--- config.mk ---
export PLATFORM = sky130hd
export DESIGN_NAME = alu_result_buffer_flat
export DESIGN_NICKNAME = d
export VERILOG_FILES = /design/src/rtl/alu_pkg.sv /design/src/rtl/alu_result_buffer_if.sv /design/src/rtl/sync_fifo.sv /design/src/rtl/alu_result_buffer.sv /design/src/flat_wrapper.sv
export SDC_FILE = /design/constraint.sdc
export NUM_CORES = 1
export LEC_CHECK = 0
export CAP_MARGIN = 20
export CORE_ASPECT_RATIO = 1.5
export CORE_MARGIN = 4
export CORE_UTILIZATION = 40
export DETAILED_ROUTE_END_ITERATION = 7
export DONT_BUFFER_PORTS = 1
export GPL_ROUTABILITY_DRIVEN = 0
export GPL_TIMING_DRIVEN = 1
export PLACE_DENSITY = 0.65
export SYNTH_ARGS = -nofsm -noshare
export SYNTH_HDL_FRONTEND = slang
export SYNTH_SLANG_ARGS = --single-unit
--- constraint.sdc ---
create_clock -name clock -period 6.4 [get_ports clock]
set_input_delay 1.28 -clock clock [delete_from_list [all_inputs] [get_ports clock]]
set_output_delay 1.28 -clock clock [all_outputs]
set_load 0.02 [all_outputs]
--- src/rtl/alu_pkg.sv ---
// Shared ALU definitions: opcode encoding, datapath width and the default
// parameters of the ALU result buffer.
package alu_pkg;

  // ALU operation encoding (bitwise logic unit).
  typedef enum logic [2:0] {
    OP_AND   = 3'd0,
    OP_NAND  = 3'd1,
    OP_OR    = 3'd2,
    OP_NOR   = 3'd3,
    OP_XOR   = 3'd4,
    OP_XNOR  = 3'd5,
    OP_NOT_A = 3'd6,
    OP_NOT_B = 3'd7
  } op_code_t;

  // ALU result width; the result buffer data path matches it.
  localparam int ALU_DATA_W = 32;

  // Default geometry of alu_result_buffer.
  localparam int RB_DEPTH = 8;
  localparam int RB_SEQ_W = 8;
  localparam int RB_CNT_W = 16;

endpackage : alu_pkg

--- src/rtl/alu_result_buffer_if.sv ---
// Result stream bundle between the ALU, the result buffer and the consumer.
// The ALU side has no ready: the buffer must always accept (or drop) a beat.
interface alu_result_buffer_if
  import alu_pkg::*;
#(
  parameter int WIDTH = ALU_DATA_W,
  parameter int SEQ_W = RB_SEQ_W
);

  // ALU -> buffer (no back-pressure)
  logic             in_valid;
  logic [WIDTH-1:0] in_data;

  // buffer -> consumer (valid/ready)
  logic             out_valid;
  logic             out_ready;
  logic [WIDTH-1:0] out_data;
  logic [SEQ_W-1:0] out_seq;

  // Environment side: produces ALU beats and consumes buffered results.
  modport master (
    output in_valid,
    output in_data,
    output out_ready,
    input  out_valid,
    input  out_data,
    input  out_seq
  );

  // Buffer side.
  modport slave (
    input  in_valid,
    input  in_data,
    input  out_ready,
    output out_valid,
    output out_data,
    output out_seq
  );

endinterface : alu_result_buffer_if

--- src/rtl/sync_fifo.sv ---
// Generic single-clock FIFO. Read data is taken straight from the head entry
// so a beat written at one edge is visible in the following cycle, and the
// output reads zero while the FIFO is empty so stale storage never leaks out.
module sync_fifo #(
  parameter int WIDTH = 32,
  parameter int DEPTH = 8,
  localparam int PTR_W = $clog2(DEPTH),
  localparam int LVL_W = $clog2(DEPTH + 1)
) (
  input  logic             clock_i,
  input  logic             reset_i,
  input  logic             push_i,
  input  logic             pop_i,
  input  logic [WIDTH-1:0] wdata_i,
  output logic [WIDTH-1:0] rdata_o,
  output logic             full_o,
  output logic             empty_o,
  output logic [LVL_W-1:0] level_o
);

  logic [WIDTH-1:0] mem_q [DEPTH];

  logic [PTR_W-1:0] wr_ptr_q, wr_ptr_d;
  logic [PTR_W-1:0] rd_ptr_q, rd_ptr_d;
  logic [LVL_W-1:0] level_q, level_d;

  logic push_en;
  logic pop_en;

  // Status straight from the occupancy register.
  assign full_o  = (level_q == LVL_W'(DEPTH));
  assign empty_o = (level_q == '0);
  assign level_o = level_q;

  // A pop on an empty FIFO is ignored; a push on a full FIFO is only
  // accepted when a pop frees the head slot in the same cycle.
  assign pop_en  = pop_i & ~empty_o;
  assign push_en = push_i & (~full_o | pop_en);

  // Head entry, forced to zero while nothing is stored.
  assign rdata_o = empty_o ? '0 : mem_q[rd_ptr_q];

  // Next pointers and occupancy; pointers wrap naturally (DEPTH is 2^n).
  always_comb begin
    wr_ptr_d = wr_ptr_q;
    rd_ptr_d = rd_ptr_q;
    level_d  = level_q;
    if (push_en) begin
      wr_ptr_d = wr_ptr_q + PTR_W'(1);
    end
    if (pop_en) begin
      rd_ptr_d = rd_ptr_q + PTR_W'(1);
    end
    case ({push_en, pop_en})
      2'b10:   level_d = level_q + LVL_W'(1);
      2'b01:   level_d = level_q - LVL_W'(1);
      default: level_d = level_q;
    endcase
  end

  // Pointer and occupancy registers.
  always_ff @(posedge clock_i) begin
    if (reset_i) begin
      wr_ptr_q <= '0;
      rd_ptr_q <= '0;
      level_q  <= '0;
    end else begin
      wr_ptr_q <= wr_ptr_d;
      rd_ptr_q <= rd_ptr_d;
      level_q  <= level_d;
    end
  end

  // Storage write; contents are not reset, the empty mask hides them.
  always_ff @(posedge clock_i) begin
    if (push_en) begin
      mem_q[wr_ptr_q] <= wdata_i;
    end
  end

endmodule : sync_fifo

--- src/rtl/alu_result_buffer.sv ---
// ALU result buffer: tags every ALU beat with a running sequence number,
// stores it in a FIFO and streams it to the consumer. Beats that find the
// FIFO full (and not draining this cycle) are dropped and counted.
module alu_result_buffer
  import alu_pkg::*;
#(
  parameter int DEPTH = RB_DEPTH,
  parameter int WIDTH = ALU_DATA_W,
  parameter int SEQ_W = RB_SEQ_W,
  parameter int CNT_W = RB_CNT_W,
  localparam int LVL_W = $clog2(DEPTH + 1)
) (
  input  logic             clock,
  input  logic             reset,
  alu_result_buffer_if.slave bus,
  output logic [LVL_W-1:0] level,
  output logic             full,
  output logic             empty,
  output logic [CNT_W-1:0] drop_count,
  input  logic             drop_clear
);

  localparam int ENTRY_W = SEQ_W + WIDTH;

  logic [SEQ_W-1:0]   seq_q, seq_d;
  logic [CNT_W-1:0]   drop_count_q, drop_count_d;
  logic [CNT_W-1:0]   cnt_base;

  logic               pop;
  logic               push_ok;
  logic               drop;
  logic               fifo_full;
  logic               fifo_empty;
  logic [ENTRY_W-1:0] wr_entry;
  logic [ENTRY_W-1:0] rd_entry;

  // Handshake decode. The head is only offered when something is stored,
  // so out_ready on an empty buffer is harmless.
  assign bus.out_valid = ~fifo_empty;
  assign pop           = ~fifo_empty & bus.out_ready;
  assign push_ok       = bus.in_valid & (~fifo_full | pop);
  assign drop          = bus.in_valid & fifo_full & ~pop;

  // Entry layout: tag in the upper bits, ALU data below.
  assign wr_entry     = {seq_q, bus.in_data};
  assign bus.out_data = rd_entry[WIDTH-1:0];
  assign bus.out_seq  = rd_entry[ENTRY_W-1:WIDTH];

  assign full       = fifo_full;
  assign empty      = fifo_empty;
  assign drop_count = drop_count_q;

  sync_fifo #(
    .WIDTH (ENTRY_W),
    .DEPTH (DEPTH)
  ) u_fifo (
    .clock_i (clock),
    .reset_i (reset),
    .push_i  (push_ok),
    .pop_i   (pop),
    .wdata_i (wr_entry),
    .rdata_o (rd_entry),
    .full_o  (fifo_full),
    .empty_o (fifo_empty),
    .level_o (level)
  );

  // Tag advances on every ALU beat, stored or dropped, so a gap in out_seq
  // downstream marks exactly where beats were lost.
  always_comb begin
    seq_d = seq_q;
    if (bus.in_valid) begin
      seq_d = seq_q + SEQ_W'(1);
    end
  end

  // Drop counter: clear takes effect first, then a same-cycle drop counts
  // on top of it; the counter sticks at all-ones instead of wrapping.
  always_comb begin
    cnt_base     = drop_clear ? '0 : drop_count_q;
    drop_count_d = cnt_base;
    if (drop && (cnt_base != '1)) begin
      drop_count_d = cnt_base + CNT_W'(1);
    end
  end

  // Tag and drop counter registers.
  always_ff @(posedge clock) begin
    if (reset) begin
      seq_q        <= '0;
      drop_count_q <= '0;
    end else begin
      seq_q        <= seq_d;
      drop_count_q <= drop_count_d;
    end
  end

endmodule : alu_result_buffer

--- src/flat_wrapper.sv ---
// flat-port wrapper written by rule: the top's interface ports become plain ports
module alu_result_buffer_flat import alu_pkg::*;
#(
  parameter int DEPTH = RB_DEPTH,
  parameter int WIDTH = ALU_DATA_W,
  parameter int SEQ_W = RB_SEQ_W,
  parameter int CNT_W = RB_CNT_W,
  localparam int LVL_W = $clog2(DEPTH + 1)
)
  (clock, reset, level, full, empty, drop_count, drop_clear, bus_in_valid, bus_in_data, bus_out_ready, bus_out_valid, bus_out_data, bus_out_seq);
  alu_result_buffer_if #(.WIDTH(WIDTH), .SEQ_W(SEQ_W)) bus_i ();
  input  logic clock;
  input  logic reset;
  output logic [LVL_W-1:0] level;
  output logic full;
  output logic empty;
  output logic [CNT_W-1:0] drop_count;
  input  logic drop_clear;
  input wire logic [$bits(bus_i.in_valid)-1:0] bus_in_valid;
  input wire logic [$bits(bus_i.in_data)-1:0] bus_in_data;
  input wire logic [$bits(bus_i.out_ready)-1:0] bus_out_ready;
  output wire logic [$bits(bus_i.out_valid)-1:0] bus_out_valid;
  output wire logic [$bits(bus_i.out_data)-1:0] bus_out_data;
  output wire logic [$bits(bus_i.out_seq)-1:0] bus_out_seq;
  assign bus_i.in_valid = bus_in_valid;
  assign bus_i.in_data = bus_in_data;
  assign bus_i.out_ready = bus_out_ready;
  assign bus_out_valid = bus_i.out_valid;
  assign bus_out_data = bus_i.out_data;
  assign bus_out_seq = bus_i.out_seq;
  alu_result_buffer #(.DEPTH(DEPTH), .WIDTH(WIDTH), .SEQ_W(SEQ_W), .CNT_W(CNT_W)) u_core (.clock(clock), .reset(reset), .bus(bus_i), .level(level), .full(full), .empty(empty), .drop_count(drop_count), .drop_clear(drop_clear));
endmodule
==> impl_metrics.env, run 1 <==
export IMPL_outcome="completed"
export IMPL_met2_usage=0.256
export IMPL_syn_nets=799
export IMPL_clockBufferDepth=3
export IMPL_worstReg2RegStart="u_core.u_fifo.level_o[0]$_SDFFE_PP0P_"
export IMPL_fin_worst_skew_ns=0.0149
export IMPL_rsz0062_at_grt="no"
export IMPL_fillers=2948
export IMPL_synthTopCellsByCount="320 x edfxtp_1, 80 x mux4_2, 67 x nor2_1, 50 x mux2i_1, 37 x dfxtp_1"
export IMPL_die_height_um=238
export IMPL_die_w_um=162
export IMPL_cts_resized_gates=0
export IMPL_wirelength_mm=27.7
export IMPL_reg2reg_to="u_core.u_fifo.level_o[2]$_SDFFE_PP0P_"
export IMPL_core_um2=35000
export IMPL_finalNetCount=811
export IMPL_dr_pass1_iters=4
export IMPL_slowest_stage="inv_2"
export IMPL_stdcell_count=1265
export IMPL_ff2ff_path_depth=9
export IMPL_fin_crit_sh=0.664
export IMPL_worst_pin_slew_ns=0.983
export IMPL_numPortBuffers=0
export IMPL_crit_path_end_kind="output port"
export IMPL_diodes=0
export IMPL_synth_seq_cells=357
export IMPL_synth_top_area_frac=0.679
export IMPL_cts_root_buf="clkbuf_16"
export IMPL_yosys_top_cells_area="edfxtp_1 68%, mux4_2 13%, dfxtp_1 5.2%"
export IMPL_placed_cells=1203
export IMPL_hp_class="reg -> reg"
export IMPL_drt_iter0_drc=426
export IMPL_grt_use_total=0.145
export IMPL_worst_skew_pair_late_latency_ns=0.52
export IMPL_ys_seq_area_frac=0.731
export IMPL_ys_types=53
export IMPL_synth_area_um2=14200
export IMPL_hold_viol_final=0
export IMPL_grt_busiest_layer="met2"
export IMPL_r2r_slack_ns=3.40
export IMPL_grt_max_degree=54
export IMPL_postCtsHoldBufs=0
export IMPL_synth_largest_area_cell="edfxtp_1"
export IMPL_via_per_inst=5.36
export IMPL_grt_pass1_wl_mm=43.1
export IMPL_path_cells="or4_1, inv_2, nor2_1"
export IMPL_floorplan_initialDensity=0.405
export IMPL_cts_tree="built"
export IMPL_area_delta_synth_final_pct=11.8
export IMPL_drive_gt1_frac=0.212
export IMPL_max_cap_violations=0
export IMPL_path_delay_family="simple AND/OR/NAND/NOR gates"
export IMPL_grt_overflow_total=0
export IMPL_start_kind="register"
export IMPL_ys_flop_type="edfxtp_1"
export IMPL_postCtsSetupBuffers=0
export IMPL_cts_sinks=357
export IMPL_cts_buffers=35
export IMPL_synth_avg_cell_area_um2=18.8
export IMPL_antenna_found_initial=0
export IMPL_worstPathArrival_ns=2.97
export IMPL_crit_required_ns=5.12
export IMPL_worst_setup_path_type="reg -> out"
export IMPL_met1_usage=0.175
export IMPL_setup_viol=0
export IMPL_synth_edff_count=320
export IMPL_io_pin_count=100
export IMPL_max_slew_margin=0.339
export IMPL_antenna_left=0
export IMPL_place_hpwl_mm=15.0
export IMPL_synth_most_common_cell="edfxtp_1"
export IMPL_netlist_instances=755
export IMPL_htreeDepth=2
export IMPL_critical_path_buf_inv_count=1
export IMPL_wl_per_cell_um=21.9
export IMPL_num_rows=84
export IMPL_fin_tns_setup_ns=0
export IMPL_multi_input_area_um2=3680
export IMPL_synthArstFlopShare=0
export IMPL_p_per_area_nw_per_um2=371
export IMPL_regArea_um2=10400
export IMPL_met3_usage=0.0353
export IMPL_clk_transition_reported_paths_ns=0.07
export IMPL_slowest_delay_ns=0.80
export IMPL_min_delay_path_depth=2
export IMPL_maxSlewViolCount=0
export IMPL_grt_pass1_vias=7366
export IMPL_timing_fmax_ghz=0.235
export IMPL_yosys_warnings=0
export IMPL_cp_max_fo=41
export IMPL_final_core_util=0.452
export IMPL_drc=0
export IMPL_period_minus_slack_ns=4.25
export IMPL_dieArea_um2=38500
export IMPL_hold_path_startpoint="u_core.u_fifo.rd_ptr_q[1]$_SDFFE_PP0N_"
export IMPL_peakVddDrop_mv=0.259
export IMPL_p_leak_nw=4.83
export IMPL_via_count=6781
export IMPL_finalPower_mw=5.87
where the power goes:
group          internal [mW]  total, mW  switching [mW]
sequential              2.62       2.79           0.169
clock                   1.04       1.90           0.853
combinational          0.483       1.18           0.700
total                   4.15       5.87            1.72
metal layers:
layer  part of all wire  vias up
met5                  0        -
met4              0.025        0
met3              0.052       46
met2               0.51      149
met1               0.41     3531
li1                   -     3055
per-stage QoR:
stage	hold slack [ns]	setup WS, ns	cell area, um2
floorplan	0.462	1.22	14200
global placement	0.474	2.63	14800
detailed placement	0.485	2.57	14800
CTS	0.494	2.01	15800
global route	0.528	1.90	15800
finish	0.485	2.15	15800
how the worst max path moves through the flow:
stage	start	end	slack (ns)	depth (start not counted)
2_1_floorplan	bus_in_valid	u_core.u_fifo.mem_q[0][0]$_DFFE_PP_	1.22	4
3_3_place_gp	register	bus_out_seq[4]	2.63	4
3_5_place_dp	register	bus_out_seq[4]	2.57	4
4_1_cts	register	bus_out_seq[4]	2.01	4
5_1_grt	register	bus_out_seq[4]	1.90	4
6_report	u_core.u_fifo.level_o[0]$_SDFFE_PP0P_	bus_out_seq[3]	2.15	3
layout make-up:
type                       count  area share
clock buffer                  42      0.0583
timing repair buffer          12     0.00672
clock inverter                20     0.00822
tap                          473      0.0374
inverter                       9     0.00213
sequential                   357       0.655
multi-input combinational    352       0.232
worst reg2reg max path: cells and delay by family, from the launching register on:
kind,cells,cell delay (ns)
AOI/OAI and AO/OA,2,0.27
and+or+nand+nor,3,1.45
DFF,1,0.46
xor gates and xnor gates,2,0.26
adders and majority gates,2,0.49
registers in the layout, indices dropped and copies added, names as in the netlist, named ones only:
signal and count:
u_core.u_fifo.level_o 4, u_core.seq_q 8, u_core.u_fifo.mem_q 320, u_core.u_fifo.wr_ptr_q 3, u_core.drop_count 16, u_core.u_fifo.rd_ptr_q 3
cell families after synthesis:
logic type,count (synthesis),synth area share
muxes,134,0.166
xor gates and xnor gates,11,0.00680
adders and majority gates,7,0.00619
DFF,357,0.731
and+or+nand+nor,160,0.0580
AOI/OAI and AO/OA,40,0.0185
buffers and inverters,46,0.0136
cells in the final DEF (no fill, tap or decap), types with 4 or more instances in the layout:
cell and instances:
a2111oi_0 4, a21oi_1 12, and3_1 4, buf_4 10
clkbuf_1 6, clkbuf_16 36, clkinv_1 4, clkinv_2 8
clkinvlp_4 4, dfxtp_1 34, edfxtp_1 320, ha_1 7
inv_1 8, mux2i_1 50, mux4_2 80, nand2_1 23
nand2b_1 7, nand3_1 12, nand4_1 5, nor2_1 61
nor2_4 6, nor2b_1 4, o21ai_0 7, or3_1 6
xor2_1 9
(Power assumes the default switching activity.)
==> inputs of run 2 (changes only) <==
--- a/config.mk
+++ b/config.mk
@@ -13,7 +13,7 @@
 export DONT_BUFFER_PORTS = 1
 export GPL_ROUTABILITY_DRIVEN = 0
 export GPL_TIMING_DRIVEN = 1
-export PLACE_DENSITY = 0.65
+export PLACE_DENSITY = 0.67
 export SYNTH_ARGS = -nofsm -noshare
 export SYNTH_HDL_FRONTEND = slang
 export SYNTH_SLANG_ARGS = --single-unit
==> constraint.sdc (replaced) <==
create_clock -name clock -period 3.65 [get_ports clock]
set_input_delay 0.73 -clock clock [delete_from_list [all_inputs] [get_ports clock]]
set_output_delay 0.73 -clock clock [all_outputs]
set_load 0.02 [all_outputs]
==> run 2 against run 1 <==
- die area unchanged
- total power up 81%
- non-clock buffer count up 9
- critical path depth up 1
- routed wire length up 0.87%
- worst hold slack worse by 0.18 ns
==> impl_metrics.env, run 2 (synthesized netlist as in run 1, its figures left out) <==
export IMPL_regArea_um2=10400
export IMPL_antenna_left=0
export IMPL_hp_class="in -> reg"
export IMPL_clk_transition_reported_paths_ns=0.06
export IMPL_max_cap_violations=0
export IMPL_core_um2=35000
export IMPL_path_delay_family="multiplexers"
export IMPL_setup_viol=0
export IMPL_clockBufferDepth=3
export IMPL_grt_overflow_total=0
export IMPL_io_pin_count=100
export IMPL_wirelength_mm=27.9
export IMPL_worst_setup_path_type="reg -> out"
export IMPL_grt_pass1_wl_mm=43.1
export IMPL_min_delay_path_depth=1
export IMPL_cts_tree="built"
export IMPL_multi_input_area_um2=3680
export IMPL_layout_commonest_cell="edfxtp_1"
export IMPL_via_per_inst=5.37
export IMPL_dieArea_um2=38500
export IMPL_area_delta_synth_final_pct=13.1
export IMPL_drc=0
export IMPL_start_kind="register"
export IMPL_worstPathArrival_ns=2.45
export IMPL_reg2reg_to="u_core.u_fifo.level_o[2]$_SDFFE_PP0P_"
export IMPL_rsz0062_at_grt="no"
export IMPL_p_per_area_nw_per_um2=665
export IMPL_crit_path_end_kind="output port"
export IMPL_final_core_util=0.457
export IMPL_cts_resized_gates=0
export IMPL_numPortBuffers=0
export IMPL_crit_required_ns=2.92
export IMPL_htreeDepth=2
export IMPL_die_w_um=162
export IMPL_grt_use_total=0.146
export IMPL_fin_worst_skew_ns=0.0245
export IMPL_outcome="completed"
export IMPL_num_rows=84
export IMPL_floorplan_initialDensity=0.405
export IMPL_grt_pass1_vias=7102
export IMPL_critical_path_buf_inv_count=1
export IMPL_period_minus_slack_ns=3.18
export IMPL_ff2ff_path_depth=9
export IMPL_hold_viol_final=0
export IMPL_peakVddDrop_mv=0.625
export IMPL_diodes=0
export IMPL_postCtsSetupBuffers=0
export IMPL_worst_skew_pair_late_latency_ns=0.52
export IMPL_maxSlewViolCount=0
export IMPL_finalNetCount=819
export IMPL_max_slew_margin=0.416
export IMPL_postCtsHoldBufs=0
export IMPL_slowest_delay_ns=0.57
export IMPL_cts_root_buf="clkbuf_16"
export IMPL_hold_path_startpoint="reset"
export IMPL_p_leak_nw=4.91
export IMPL_worst_pin_slew_ns=0.873
export IMPL_die_height_um=238
export IMPL_cts_sinks=357
export IMPL_drt_iter0_drc=380
export IMPL_stdcell_count=1273
export IMPL_fin_tns_setup_ns=0
export IMPL_fillers=2926
export IMPL_grt_max_degree=41
export IMPL_largest_register="u_core.u_fifo.mem_q"
export IMPL_path_depth=4
export IMPL_via_count=6836
export IMPL_r2r_slack_ns=0.62
export IMPL_hold_end="u_core.seq_q[6]$_SDFFE_PP0P_"
export IMPL_cp_max_fo=35
export IMPL_worstReg2RegStart="u_core.u_fifo.level_o[0]$_SDFFE_PP0P_"
export IMPL_place_hpwl_mm=16.5
export IMPL_slowest_stage="dfxtp_4"
export IMPL_placed_cells=1212
export IMPL_final_cell_mix="320 x edfxtp_1, 80 x mux4_2, 61 x nor2_1"
export IMPL_timing_fmax_ghz=0.315
export IMPL_fin_crit_sh=0.871
export IMPL_wl_per_cell_um=22.0
export IMPL_antenna_found_initial=0
export IMPL_largest_register_ffs=320
export IMPL_path_cells="buf_12, mux4_2, mux2i_1, nor2_1"
export IMPL_cts_buffers=34
export IMPL_dr_pass1_iters=7
export IMPL_drive_gt1_frac=0.215
## run 2: worst register-to-register path: stages, from the launching register on
cell and delay [ns]:
dfxtp_1 0.46, or4b_2 0.79, o21ai_1 0.37, ha_1 0.33, xor2_1 0.18, ha_1 0.17, a21oi_1 0.05, xor2_1 0.17
or3_1 0.30, a21oi_1 0.14
## run 2: routing by layer
layer,up-vias,global-route usage,share of wire
li1,3079,-,-
met5,-,0,0
met1,3539,0.175,0.39
met4,0,0.0405,0.020
met2,176,0.265,0.54
met3,42,0.0316,0.052
## run 2: final cells by class
class                   instances  area share
multi-input cells             352       0.230
repair buffers                 21      0.0127
clock inverters                18      0.0126
flip-flops and latches        357       0.647
well taps                     473      0.0370
clock buffers                  43      0.0585
inverters                       9     0.00211
## run 2: worst max-delay path by stage
stage	from	end	slack (ns)
2_1_floorplan	bus_in_valid	u_core.u_fifo.mem_q[4][0]$_DFFE_PP_	0.1
3_3_place_gp	u_core.u_fifo.level_o[1]$_SDFFE_PP0P_	u_core.u_fifo.mem_q[1][28]$_DFFE_PP_	0.64
3_5_place_dp	u_core.u_fifo.level_o[0]$_SDFFE_PP0P_	u_core.u_fifo.level_o[2]$_SDFFE_PP0P_	0.64
4_1_cts	register	bus_out_data[4]	0.33
5_1_grt	register	bus_out_data[6]	0.25
6_report	register	bus_out_data[4]	0.47
## run 2: power by group
group / leakage (nW) / switching (mW) / total (mW) / internal, mW
Sequential: 3.25 / 0.186 / 4.79 / 4.60
Combinational: 1.12 / 1.37 / 2.28 / 0.911
Clock: 0.543 / 1.46 / 3.58 / 2.11
Total: 4.91 / 3.02 / 10.6 / 7.62
## run 2: through the flow
step / hold WS [ns] / power, mW / area, um2 / setup slack (ns)
2_1_floorplan: 0.462 / 6.68 / 14200 / 0.0951
3_3_place_gp: 0.479 / 7.21 / 14900 / 0.635
3_5_place_dp: 0.484 / 7.24 / 14900 / 0.642
4_1_cts: 0.267 / 10.8 / 16000 / 0.334
5_1_grt: 0.278 / 11.1 / 16000 / 0.249
6_report: 0.303 / 10.6 / 16000 / 0.472
==> edit: new RTL, settings of run 1 <==
Change the package constant `RB_SEQ_W` from 8 to 10.
--- a/src/rtl/alu_pkg.sv
+++ b/src/rtl/alu_pkg.sv
@@ -19,7 +19,7 @@
 
   // Default geometry of alu_result_buffer.
   localparam int RB_DEPTH = 8;
-  localparam int RB_SEQ_W = 8;
+  localparam int RB_SEQ_W = 10;
   localparam int RB_CNT_W = 16;
 
 endpackage : alu_pkg
Interface: changed (resized bus_out_seq); port bits go from 100 to 102. The function was not compared with the original's and may differ.
==> edit against run 1 <==
- sequential cell count increased by 18
- clock skew decreased by 0.00098 ns
- global-route usage increased by 0.37 points
- sequential power increased by 3%
- setup slack improved by 0.11 ns
- design area increased by 5.0%
- final cell count increased by 2.7%
- routed wire length increased by 4.8%
- total power increased by 7.0%
- synthesized area increased by 4.7%
- largest power group unchanged
==> edit: results (changes against run 1) <==
yosysSeqAreaShare_pct: 73.3  # +0.25 points
reg2reg_setup_slack_ns: 3.22  # -0.18 ns
rr_startpoint: "u_core.u_fifo.level_o[1]"
dp_cells: 1234  # +2.6%
pre_cts_ws_ns: 2.58  # +0.00558 ns
grt_pass1_vias: 7635  # +3.7%
synth-adder-area-share_pct: 0.591  # -0.028 points
synth_mux_area_share_pct: 16.5  # -0.073 points
status: "completed"
cts-buffers-inserted: 37  # +5.7%
final_nets: 834  # +2.8%
use_met1_pct: 19.0  # +1.5 points
dpl-instance-area_um2: 15400  # +4.4%
p_int_w: 0.00450  # +8.5%
path_max_fanout: 43  # +4.9%
synth_xor_xnor_area_share_pct: 0.827  # +0.15 points
hpwl_um: 15800  # +5.5%
global_route.usage.met2_pct: 25.2  # -0.37 points
comb_power_share_pct: 20.7  # +0.6 points
syn_nets: 822  # +2.9%
grt_max_degree: 50  # -7.4%
cpPeakStageDelay_ns: 0.76  # -0.04 ns
reg2regPathDepth: 5  # -4
synth_commonest_cells: "336 x edfxtp_1, 84 x mux4_2, 69 x nor2_1, 52 x mux2i_1, 39 x dfxtp_1"
pg_clk_w: 0.00212  # +12%
hold_ws_ns: 0.487  # +0.00165 ns
synth_compound_area_share_pct: 1.76  # -0.091 points
synth_edf_count: 336  # +5.0%
avgSynthCellArea_um2: 19.0  # +1.6%
min_from: "u_core.u_fifo.wr_ptr_q[0]"
vias_per_cell: 5.39  # +0.60%
cp_slowest_cell: "or4_1"
r2r_end: "u_core.u_fifo.mem_q[4][20]"
[edit: changes by cell type after synthesis, sizes merged, moves of 5 or more]
cell    delta
edfxtp    +16
clkbuf     -5
buf        +6
inv        -6
nand2      -6
[edit: area by class of cell]
type / count / area, µm²
tap: 484 / 606
clock buffer: 47 / 1000
sequential: 375 / 10900
multi-input combinational: 360 / 3810
clock inverter: 17 / 173
timing repair buffer: 11 / 115
inverter: 5 / 31.3
fill: 3102 / 20100
[edit: worst max-delay path by stage]
| stage | from | to | slack, ns | depth (start not counted) |
|---|---|---|---|---|
| 6_report | u_core.u_fifo.level_o[0] | bus_out_data[25] | 2.26 | 3 |
| 5_1_grt | u_core.u_fifo.level_o[0] | bus_out_data[15] | 2.08 | 3 |
| 4_1_cts | flop | bus_out_data[9] | 2.01 | 4 |
| 3_5_place_dp | flop | bus_out_data[9] | 2.58 | 4 |
| 3_3_place_gp | flop | bus_out_data[9] | 2.56 | 4 |
| 2_1_floorplan | bus_in_valid | u_core.u_fifo.mem_q[0][0] | 0.82 | 4 |
